===== src/rtl/palette_pkg.sv =====
// Shared types, fade-state encoding and the reset-default colour table for the sprite palette.
package palette_pkg;

  localparam int unsigned DEF_CH_W    = 4;
  localparam logic [4:0]  BRIGHT_FULL = 5'd16;
  localparam logic [4:0]  BRIGHT_ZERO = 5'd0;

  typedef struct packed {
    logic [DEF_CH_W-1:0] r;
    logic [DEF_CH_W-1:0] g;
    logic [DEF_CH_W-1:0] b;
  } rgb_t;

  typedef enum logic [1:0] {
    FS_IDLE     = 2'd0,
    FS_FADE_OUT = 2'd1,
    FS_FADE_IN  = 2'd2
  } fade_state_t;

  // Entries above 4 repeat the sky-blue of entry 0, whatever the table depth.
  function automatic rgb_t default_pal(input int unsigned idx);
    rgb_t c;
    case (idx)
      1:       c = '{r: 4'h9, g: 4'h4, b: 4'h0};
      2:       c = '{r: 4'h0, g: 4'h0, b: 4'h0};
      3:       c = '{r: 4'hF, g: 4'hF, b: 4'hF};
      4:       c = '{r: 4'h5, g: 4'h2, b: 4'h0};
      default: c = '{r: 4'h6, g: 4'hA, b: 4'hF};
    endcase
    return c;
  endfunction

  // MSB-aligns a 4-bit default channel onto a channel of width w (w <= 16).
  function automatic logic [15:0] widen_ch(input logic [3:0] nib, input int unsigned w);
    logic [19:0] t;
    t = 20'(nib) << w;
    t = t >> 4;
    return t[15:0];
  endfunction

endpackage


===== src/rtl/palette_fade_ctrl.sv =====
// Brightness fade engine: steps a 0..16 brightness register once every FADE_DIV fade_tick pulses.
// bright and fade_busy are registered; bright changes one cycle after the qualifying tick.
module palette_fade_ctrl
  import palette_pkg::*;
#(
  parameter int unsigned FADE_DIV = 16
) (
  input  logic       Clk,
  input  logic       Reset_n,
  input  logic       fade_tick,
  input  logic       fade_start,
  input  logic       fade_dir,
  output logic [4:0] bright,
  output logic       fade_busy
);

  localparam int unsigned     CNT_W    = (FADE_DIV > 1) ? $clog2(FADE_DIV) : 1;
  localparam logic [CNT_W-1:0] CNT_LAST = CNT_W'(FADE_DIV - 1);

  fade_state_t      state_q, state_d;
  logic [CNT_W-1:0] cnt_q, cnt_d;
  logic [4:0]       bright_q, bright_d;
  logic             busy_q, busy_d;

  logic going_up;
  logic at_bound;
  logic last_step;

  assign going_up  = (state_q == FS_FADE_IN);
  assign at_bound  = going_up ? (bright_q == BRIGHT_FULL) : (bright_q == BRIGHT_ZERO);
  assign last_step = going_up ? (bright_q == BRIGHT_FULL - 5'd1) : (bright_q == BRIGHT_ZERO + 5'd1);

  always_comb begin
    state_d  = state_q;
    cnt_d    = cnt_q;
    bright_d = bright_q;
    case (state_q)
      FS_IDLE: begin
        cnt_d = '0;
        if (fade_start) state_d = fade_dir ? FS_FADE_IN : FS_FADE_OUT;
      end
      FS_FADE_OUT, FS_FADE_IN: begin
        if (fade_start) begin
          // Restart keeps the current brightness; only direction and the tick phase change.
          state_d = fade_dir ? FS_FADE_IN : FS_FADE_OUT;
          cnt_d   = '0;
        end else if (at_bound) begin
          state_d = FS_IDLE;
          cnt_d   = '0;
        end else if (fade_tick) begin
          if (cnt_q == CNT_LAST) begin
            cnt_d    = '0;
            bright_d = going_up ? (bright_q + 5'd1) : (bright_q - 5'd1);
            if (last_step) state_d = FS_IDLE;
          end else begin
            cnt_d = cnt_q + CNT_W'(1);
          end
        end
      end
      default: begin
        state_d = FS_IDLE;
        cnt_d   = '0;
      end
    endcase
    busy_d = (state_d != FS_IDLE);
  end

  always_ff @(posedge Clk or negedge Reset_n) begin
    if (!Reset_n) begin
      state_q  <= FS_IDLE;
      cnt_q    <= '0;
      bright_q <= BRIGHT_FULL;
      busy_q   <= 1'b0;
    end else begin
      state_q  <= state_d;
      cnt_q    <= cnt_d;
      bright_q <= bright_d;
      busy_q   <= busy_d;
    end
  end

  assign bright    = bright_q;
  assign fade_busy = busy_q;

endmodule


===== src/rtl/palette_lut_rt.sv =====
// Runtime-programmable sprite palette: raw index -> remap -> RGB -> brightness scale.
// Latency 2 cycles, one pixel per cycle, no backpressure (never stalls).
module palette_lut_rt
  import palette_pkg::*;
#(
  parameter int unsigned IDX_W      = 4,
  parameter int unsigned CH_W       = 4,
  parameter int unsigned TRANSP_IDX = 0,
  parameter int unsigned FADE_DIV   = 16
) (
  input  logic                Clk,
  input  logic                Reset_n,
  input  logic                pix_valid,
  input  logic [IDX_W-1:0]    pix_idx,
  input  logic                pal_we,
  input  logic [IDX_W-1:0]    pal_waddr,
  input  logic [3*CH_W-1:0]   pal_wdata,
  input  logic                map_we,
  input  logic [IDX_W-1:0]    map_waddr,
  input  logic [IDX_W-1:0]    map_wdata,
  input  logic                fade_tick,
  input  logic                fade_start,
  input  logic                fade_dir,
  output logic                out_valid,
  output logic [CH_W-1:0]     red,
  output logic [CH_W-1:0]     green,
  output logic [CH_W-1:0]     blue,
  output logic                transp,
  output logic                fade_busy
);

  localparam int unsigned NUM_ENT = 2**IDX_W;
  localparam int unsigned RGB_W   = 3*CH_W;
  localparam int unsigned PROD_W  = CH_W + 5;

  function automatic logic [RGB_W-1:0] pal_reset(input int unsigned i);
    rgb_t        c;
    logic [15:0] r, g, b;
    c = default_pal(i);
    r = widen_ch(c.r, CH_W);
    g = widen_ch(c.g, CH_W);
    b = widen_ch(c.b, CH_W);
    return {r[CH_W-1:0], g[CH_W-1:0], b[CH_W-1:0]};
  endfunction

  function automatic logic [CH_W-1:0] scale_ch(input logic [CH_W-1:0] ch, input logic [4:0] br);
    logic [PROD_W-1:0] p;
    p = PROD_W'(ch) * PROD_W'(br);
    return p[CH_W+3:4];
  endfunction

  logic [RGB_W-1:0] pal_q [NUM_ENT];
  logic [RGB_W-1:0] pal_d [NUM_ENT];
  logic [IDX_W-1:0] map_q [NUM_ENT];
  logic [IDX_W-1:0] map_d [NUM_ENT];

  logic [IDX_W-1:0] m_idx_q, m_idx_d;
  logic [RGB_W-1:0] rgb1_q, rgb1_d;
  logic             v1_q, v1_d;

  logic             out_valid_q, out_valid_d;
  logic [CH_W-1:0]  red_q, red_d;
  logic [CH_W-1:0]  green_q, green_d;
  logic [CH_W-1:0]  blue_q, blue_d;
  logic             transp_q, transp_d;

  logic [4:0]       bright;

  palette_fade_ctrl #(
    .FADE_DIV (FADE_DIV)
  ) u_fade (
    .Clk        (Clk),
    .Reset_n    (Reset_n),
    .fade_tick  (fade_tick),
    .fade_start (fade_start),
    .fade_dir   (fade_dir),
    .bright     (bright),
    .fade_busy  (fade_busy)
  );

  always_comb begin
    for (int i = 0; i < NUM_ENT; i++) begin
      pal_d[i] = pal_q[i];
      map_d[i] = map_q[i];
    end
    if (pal_we) pal_d[pal_waddr] = pal_wdata;
    if (map_we) map_d[map_waddr] = map_wdata;
  end

  // Both tables are read in the pixel's issue cycle so a write in that same cycle is not seen.
  always_comb begin
    v1_d    = pix_valid;
    m_idx_d = map_q[pix_idx];
    rgb1_d  = pal_q[m_idx_d];
  end

  always_comb begin
    out_valid_d = v1_q;
    red_d       = red_q;
    green_d     = green_q;
    blue_d      = blue_q;
    transp_d    = transp_q;
    if (v1_q) begin
      red_d    = scale_ch(rgb1_q[RGB_W-1 -: CH_W], bright);
      green_d  = scale_ch(rgb1_q[2*CH_W-1 -: CH_W], bright);
      blue_d   = scale_ch(rgb1_q[CH_W-1 -: CH_W], bright);
      transp_d = (m_idx_q == IDX_W'(TRANSP_IDX));
    end
  end

  always_ff @(posedge Clk or negedge Reset_n) begin
    if (!Reset_n) begin
      for (int unsigned i = 0; i < NUM_ENT; i++) begin
        pal_q[i] <= pal_reset(i);
        map_q[i] <= IDX_W'(i);
      end
    end else begin
      for (int i = 0; i < NUM_ENT; i++) begin
        pal_q[i] <= pal_d[i];
        map_q[i] <= map_d[i];
      end
    end
  end

  always_ff @(posedge Clk or negedge Reset_n) begin
    if (!Reset_n) begin
      v1_q        <= 1'b0;
      m_idx_q     <= '0;
      rgb1_q      <= '0;
      out_valid_q <= 1'b0;
      red_q       <= '0;
      green_q     <= '0;
      blue_q      <= '0;
      transp_q    <= 1'b0;
    end else begin
      v1_q        <= v1_d;
      m_idx_q     <= m_idx_d;
      rgb1_q      <= rgb1_d;
      out_valid_q <= out_valid_d;
      red_q       <= red_d;
      green_q     <= green_d;
      blue_q      <= blue_d;
      transp_q    <= transp_d;
    end
  end

  assign out_valid = out_valid_q;
  assign red       = red_q;
  assign green     = green_q;
  assign blue      = blue_q;
  assign transp    = transp_q;

endmodule


===== config.mk =====
export PLATFORM = sky130hd
export DESIGN_NAME = palette_lut_rt
export DESIGN_NICKNAME = d
export VERILOG_FILES = /design/src/rtl/palette_pkg.sv /design/src/rtl/palette_fade_ctrl.sv /design/src/rtl/palette_lut_rt.sv
export SDC_FILE = /design/constraint.sdc
export NUM_CORES = 1
export LEC_CHECK = 0
export ABC_AREA = 1
export CORE_MARGIN = 2
export CORE_UTILIZATION = 40
export CTS_BUF_LIST = sky130_fd_sc_hd__clkbuf_8
export CTS_CLUSTER_DIAMETER = 60
export CTS_CLUSTER_SIZE = 16
export DETAILED_ROUTE_END_ITERATION = 7
export GPL_ROUTABILITY_DRIVEN = 1
export GPL_TIMING_DRIVEN = 0
export PLACE_DENSITY = 0.63
export RECOVER_POWER = 50
export SLEW_MARGIN = 20
export SYNTH_ARGS = -nofsm -noshare
export SYNTH_HDL_FRONTEND = slang
export SYNTH_SLANG_ARGS = --single-unit

===== constraint.sdc =====
create_clock -name Clk -period 2.9 [get_ports Clk]
set_input_delay 0.58 -clock Clk [delete_from_list [all_inputs] [get_ports Clk]]
set_output_delay 0.58 -clock Clk [all_outputs]
set_load 0.02 [all_outputs]

==> flow_summary.json <==
{
  "run_status": "finished with violations",
  "violations": "capacitance limit, slew limit",
  "routedWlPerCell_um": 17.0,
  "fin_nets": 2110,
  "dieWidth_um": 201,
  "hold_violations": 0,
  "startpoint_type": "register",
  "cp-endpoint": "green[3]",
  "p_comb_share_pct": 28.1,
  "synth_cells": 1931,
  "drt_wl_total_um": 43700,
  "grt_max_degree": 101,
  "worst_pin_slew_ns": 1.50,
  "met3_wirelength_um": 2640,
  "cp-end-kind": "register",
  "r2r_setup_slack_ns": 0.12,
  "switchingPower_mw": 4.30,
  "final.setup_skew_ns": 0.0303,
  "top_layer_used": "met4",
  "worst-endpoint-arrival_ns": 3.31,
  "p_int_mw": 8.14,
  "stdcell_count": 2565,
  "row_count": 72,
  "met2_length_um": 20100,
  "drc": 0,
  "path_max_fanout": 10,
  "path_common_cell": "inv_1",
  "yosysUniqueCellTypes": 34,
  "start_util_pct": 40.3,
  "syn_avg_cell_area_um2": 8.03,
  "die_h_um": 201,
  "core_area_um2": 38500,
  "postRouteAntennaNets": 0,
  "die_area_um2": 40400,
  "dp_hpwl_um": 31400,
  "whs_ns": 0.422,
  "viasPerCell": 5.18,
  "antenna_found_initial": 0,
  "clkPwrFrac_pct": 24.6,
  "post-synth-top-area-cell": "dfstp_2",
  "pin_count": 51,
  "vias": 13278,
  "power.density_nw_per_um2": 705,
  "max-slew-margin-rel_pct": -0.306,
  "ys_ff_latch": 299,
  "cellLeakagePower_nw": 8.30,
  "path_cells": "buf_8, nand2_1, inv_1, fa_1, inv_1, fa_1, inv_1, ha_4, a21oi_2, o211ai_1, or2_2, nand3_1, nand2_1",
  "fill_cells": 3883,
  "h-tree-depth": 1,
  "root_buffer": "clkbuf_8",
  "netlist_area_um2": 15500,
  "total_power_mw": 12.4,
  "max_freq_mhz": 360,
  "irDropWorstVdd_uv": 498,
  "grt_pass1_vias": 12776,
  "cts_sinks": 299,
  "firstDrtPassIters": 5,
  "yosysTopAreaCellShare_pct": 24.9,
  "slowest_stage": "fa_1",
  "clk_pin_slew_ns": 0.09,
  "syn-num-nets": 2018,
  "drt_iter0_drc": 1098,
  "path_class": "register to register",
  "cts_tree": "yes",
  "grt_pass1_wl_um": 70300,
  "r2r_cells": 13,
  "required_ns": 3.43,
  "reg2reg_from": "u_fade.bright[2]",
  "diodes": 0,
  "ys_warn_count": 0,
  "maxCapViolCount": 1,
  "port-buffer-count": 48,
  "gpl.final_weighted_congestion": 1.01,
  "seq_power_share_pct": 47.3,
  "drt-met1-wl_um": 19800,
  "clkLatencyLatePin_ns": 0.64,
  "yosysSeqAreaShare_pct": 49.4,
  "r2r-end": "green[3]",
  "ys_top_cells_by_area": "dfstp_2 25%, dfrtp_1 25%, nand2_1 14%",
  "syn2layout_area_growth_pct": 13.8,
  "cts-buffers-inserted": 30,
  "dp.cells": 2500,
  "finalCriticalPeriod_ns": 2.78,
  "fin_crit_sh_pct": 95.7,
  "overflow": 0,
  "maxSlewViolCount": 23,
  "setup_viol": 0,
  "critPathLaunch": "u_fade.bright[2]",
  "grtUsageTotal_pct": 21.8,
  "p_sw_share_pct": 34.6,
  "clk_path_buf_depth": 3,
  "cp_slowest_stage_delay_ns": 0.49,
  "drive_gt1_share_pct": 14.1,
  "final_core_util_pct": 45.9,
  "hp-class": "register to register"
}
-- power by group through the flow --
stage / Clock [mW] / Sequential (mW) / Combinational [mW]
final: 3.06 / 5.88 / 3.49
after floorplan: 0 / 5.90 / 2.24
after global placement: 0 / 5.91 / 3.25
after global routing: 3.31 / 6.00 / 3.98
after CTS: 3.15 / 5.87 / 3.36
after detailed placement: 0 / 5.93 / 3.34
-- layout make-up --
cell class	instances	area (um2)	area share [%]
Buffer	109	527	2.98
Clock buffer	32	440	2.50
Clock inverter	24	255	1.45
Inverter	184	691	3.91
Multi-Input combinational cell	1334	6740	38.2
Sequential cell	299	7670	43.5
Tap cell	518	648	3.67
Timing Repair Buffer	65	673	3.81
-- metrics by stage --
stage | worst slack [ns] | cell area [um2] | TNS, ns
after global routing | -0.00445 | 17700 | -0.00445
after CTS | 0.0220 | 17500 | 0
after global placement | -11.56 | 16700 | -2879.99
final | 0.124 | 17700 | 0
after floorplan | 0.0127 | 15500 | 0
after detailed placement | -0.546 | 16700 | -8.29
-- cell families (layout without fill, tap and decap cells) --
logic type | Yosys count | in the layout | share of synthesized area (%)
XOR/XNOR | 13 | 13 | 0.734
buffers and inverters | 298 | 414 | 7.79
flip-flops | 299 | 299 | 49.4
adder cells (fa/ha/maj) | 51 | 51 | 4.84
AO/OA/AOI/OAI | 325 | 325 | 11.0
AND/OR/NAND/NOR | 945 | 945 | 26.2
-- synth_stat cells, drive strengths merged --
library cell    n
clkbuf         69
fa             15
dfrtp         152
nand4           9
xor2            9
a21oi          15
o211ai          9
o21ai         278
o22ai           2
nor2           51
or2             4
nor4            1
nand3         221
o21bai          1
o221ai          3
xnor2           4
a21o            9
buf            45
a211oi          1
ha             36
a31oi           6
dfstp         147
nor3           11
nand2         600
nand3b         48
inv           184
a41oi           1
-- cells in the final DEF (no fill, tap or decap), types with 4 or more instances in the layout --
master and instances:
nand2_1 598, o21ai_0 277, nand3_1 219, inv_1 183
dfrtp_1 149, dfstp_2 146, clkbuf_1 63, nor2_1 51
nand3b_1 48, clkdlybuf4s50_1 43, clkbuf_8 33, buf_2 28
ha_1 28, buf_4 22, fa_1 15, a21oi_1 12
nor3_1 11, o211ai_1 9, nand4_1 9, xor2_1 9
a21o_1 9, ha_4 7, inv_6 7, a31oi_1 6
clkinvlp_4 6, or2_2 4, xnor2_1 4, dlygate4sd3_1 4
-- what timing repair did --
| item | 4_1_cts | 5_1_grt |
|---|---|---|
| gates resized for setup | 9 | 17 |
| endpoints found under the setup margin | 12 | 13 |
| buffers inserted | 9 | 4 |
| pin swaps | 0 | 7 |
| hold endpoints to repair | 23 | 0 |
| hold buffers | 1 | 0 |
-- worst max-delay path: cells and delay by family (launching register included) --
family	cells	cell delay (ns)
flops	1	0.40
buf+inv	4	0.32
fa+ha+maj	3	1.24
compound gates	2	0.24
simple gates	4	0.47
-- how the worst min path moves through the flow --
stage | startpoint | to | slack (ns) | depth (start not counted)
2_1_floorplan | Reset_n | blue[0] | 0.28 | 0
3_3_place_gp | out_valid_d | out_valid | 0.39 | 0
3_5_place_dp | out_valid_d | out_valid | 0.40 | 0
4_1_cts | Reset_n | u_fade.cnt_q[2] | 0.32 | 2
5_1_grt | out_valid_d | out_valid | 0.44 | 0
6_report | out_valid_d | out_valid | 0.42 | 0
-- layer usage --
| metal | GRT usage (%) | vias to the layer above |
|---|---|---|
| li1 | - | 6429 |
| met1 | 30.7 | 6380 |
| met2 | 35.3 | 402 |
| met3 | 2.76 | 67 |
| met4 | 6.16 | 0 |
| met5 | 0 | - |
-- sequential cells by signal, summed over array words and instances (netlist names), 2 cells and up --
register,count
green,4
u_fade.cnt_q,4
m_idx_q,4
rgb1_q,12
map_q,64
u_fade.bright,5
blue,4
red,4
pal_q,192
u_fade.state_q,2
No activity file was read; power rests on OpenSTA's default activity.
==> RTL edit, RTL diff (same settings) <==
Remove the register `out_valid_q`: a continuous assignment takes its place, so the output `out_valid` follows one clock earlier.
--- a/src/rtl/palette_lut_rt.sv
+++ b/src/rtl/palette_lut_rt.sv
@@ -127,7 +127,6 @@
       v1_q        <= 1'b0;
       m_idx_q     <= '0;
       rgb1_q      <= '0;
-      out_valid_q <= 1'b0;
       red_q       <= '0;
       green_q     <= '0;
       blue_q      <= '0;
@@ -136,13 +135,14 @@
       v1_q        <= v1_d;
       m_idx_q     <= m_idx_d;
       rgb1_q      <= rgb1_d;
-      out_valid_q <= out_valid_d;
       red_q       <= red_d;
       green_q     <= green_d;
       blue_q      <= blue_d;
       transp_q    <= transp_d;
     end
   end
+
+  assign out_valid_q = out_valid_d;
 
   assign out_valid = out_valid_q;
   assign red       = red_q;
Check against the original RTL: not equivalent (a bounded check fails within 4 cycles, from zero or initial values and one cycle with Reset_n low).
==> RTL edit against the unedited design <==
Worst setup slack got worse by 0.039 ns; die area down 0.16%; power fell by 2.4%; synthesized area is 0.16% lower; count of clock-buffer cells in the layout decreased by 1; sequential cell count fell by 1; final area down 0.84%; utilization is 0.39 points lower; routed wire length decreased by 0.31%; the run still ends with capacitance limit, slew limit left.
==> RTL edit: results (changes against the unedited design) <==
run_status: "finished with violations"
violations: "capacitance limit, slew limit"
wl_per_cell_um: 17.0  # -0.27%
place.gp.congestion: 0.876  # -13%
synth_compound_area_frac: 0.110  # +0.000177
grtUsageMet3: 0.0349  # +0.00731
grtUsageMet1: 0.291  # -0.0162
ys_warn_count: 0  # unchanged
synthAdderAreaFrac: 0.0485  # +0.0000782
place_inst: 2499  # -0.040%
wl_um: 43600  # -0.31%
filler_cell_count: 3913  # +0.77%
final_nets: 2109  # -0.047%
yosysSeqAreaShare: 0.493  # -0.000817
grt_max_degree: 86  # -15%
drive_gt1_frac: 0.141  # +0.000558
netlist_top_cells_count: "598 x nand2_1, 277 x o21ai_0, 219 x nand3_1, 182 x inv_1, 151 x dfrtp_1"
cap_violations: 1  # unchanged
worst_pin_slew_ns: 1.52  # +0.0115 ns
p_leak_uw: 0.00824  # -0.64%
fin_skew_ns: 0.0358  # +0.00551 ns
vias: 13400  # +1.0%
syn-num-nets: 2017  # -0.050%
synth_area_per_cell_um2: 8.02  # -0.11%
hpwl_um: 31200  # -0.70%
grtUsageMet2: 0.366  # +0.0130
track_usage: 0.218  # +0.000413
slew_violations: 70  # +200%
peakVddDrop_mv: 0.443  # -11%
synth_xor_area_frac: 0.00735  # +0.0000119
yosysUniqueCellTypes: 34  # unchanged
grt_pass1_wl_um: 70700  # +0.55%
yosys-top-cells-area: "dfstp_2 25%, dfrtp_1 24%, nand2_1 14%"
cp.arrival_ns: 3.32  # about the same
antenna_found_initial: 1  # +1
reg_top3: "pal_q: 192 flops, map_q: 64 flops, rgb1_q: 12 flops"
drt_iter0_drc: 1114  # +1.5%
synth.top_cell.area_share: 0.249  # +0.000403
==> RTL edit: final timing paths <==
kind / slack (ns) / start / to / cells after the start
worst max-delay path: 0.09 / u_fade.bright[2] / blue[3] / 11
worst min-delay path: 0.48 / green[3] / green[3] / 2
worst max register to register: 0.09 / u_fade.bright[2] / blue[3] / 11
worst min register to register: 0.48 / green[3] / green[3] / 2
max in group asynchronous: 0.49 / Reset_n / pal_q[40] / 3
min in group asynchronous: 0.50 / Reset_n / u_fade.cnt_q[2] / 2
==> RTL edit: cells by family (layout without fill, tap and decap cells) <==
kind of cell | after synthesis | in the layout
adder cells (fa/ha/maj) | 51 | 51
flip-flops | 298 | 298
AO/OA/AOI/OAI | 325 | 325
AND/OR/NAND/NOR | 945 | 945
buffers and inverters | 298 | 414
XOR/XNOR | 13 | 13
==> RTL edit: what timing repair did <==
action / 4_1_cts / 5_1_grt
hold buffers: 1 / 0
cloned: 0 / 0
pin swaps: 3 / 9
setup endpoints to repair: 12 / 12
endpoints found under the hold margin: 51 / 0
setup buffers: 6 / 7
gates resized for setup: 13 / 18
==> RTL edit: through the flow <==
step / worst slack, ns / cell area [um2] / total power, uW
2_1_floorplan: 0.0127 / 15500 / 8120
3_3_place_gp: -11.57 / 16600 / 9150
3_5_place_dp: -0.502 / 16700 / 9250
4_1_cts: 0.00693 / 17400 / 12100
5_1_grt: -0.0293 / 17500 / 13000
6_report: 0.0850 / 17500 / 12100
==> RTL edit: routing by layer <==
metal	vias up	share of wire	wire length (um)
met5	-	0.00030	13
met4	2	0.030	1330
met3	94	0.064	2790
met2	425	0.47	20600
met1	6460	0.43	18900
li1	6431	-	-
==> RTL edit: area by class of cell <==
class,instances,area share
multi-input cells,1334,0.385
repair buffers,65,0.0362
inverters,184,0.0395
clock inverters,25,0.0107
well taps,518,0.0370
plain buffers,109,0.0303
flip-flops and latches,298,0.437
clock buffers,31,0.0244
==> RTL edit: power breakdown <==
group | switching, uW | internal [uW] | leakage (uW)
clock network | 1630 | 1150 | 0.000322
logic | 2080 | 1410 | 0.00448
registers | 520 | 5350 | 0.00344
==> RTL edit: critical path, stage by stage, from the launching register on <==
cell       delay (ns)
dfrtp_2          0.45
clkbuf_16        0.17
nand2_2          0.06
fa_1             0.46
fa_2             0.58
inv_1            0.07
ha_4             0.26
a21oi_2          0.12
o211ai_1         0.11
or2_2            0.28
nand3_1          0.07
nand2_1          0.06
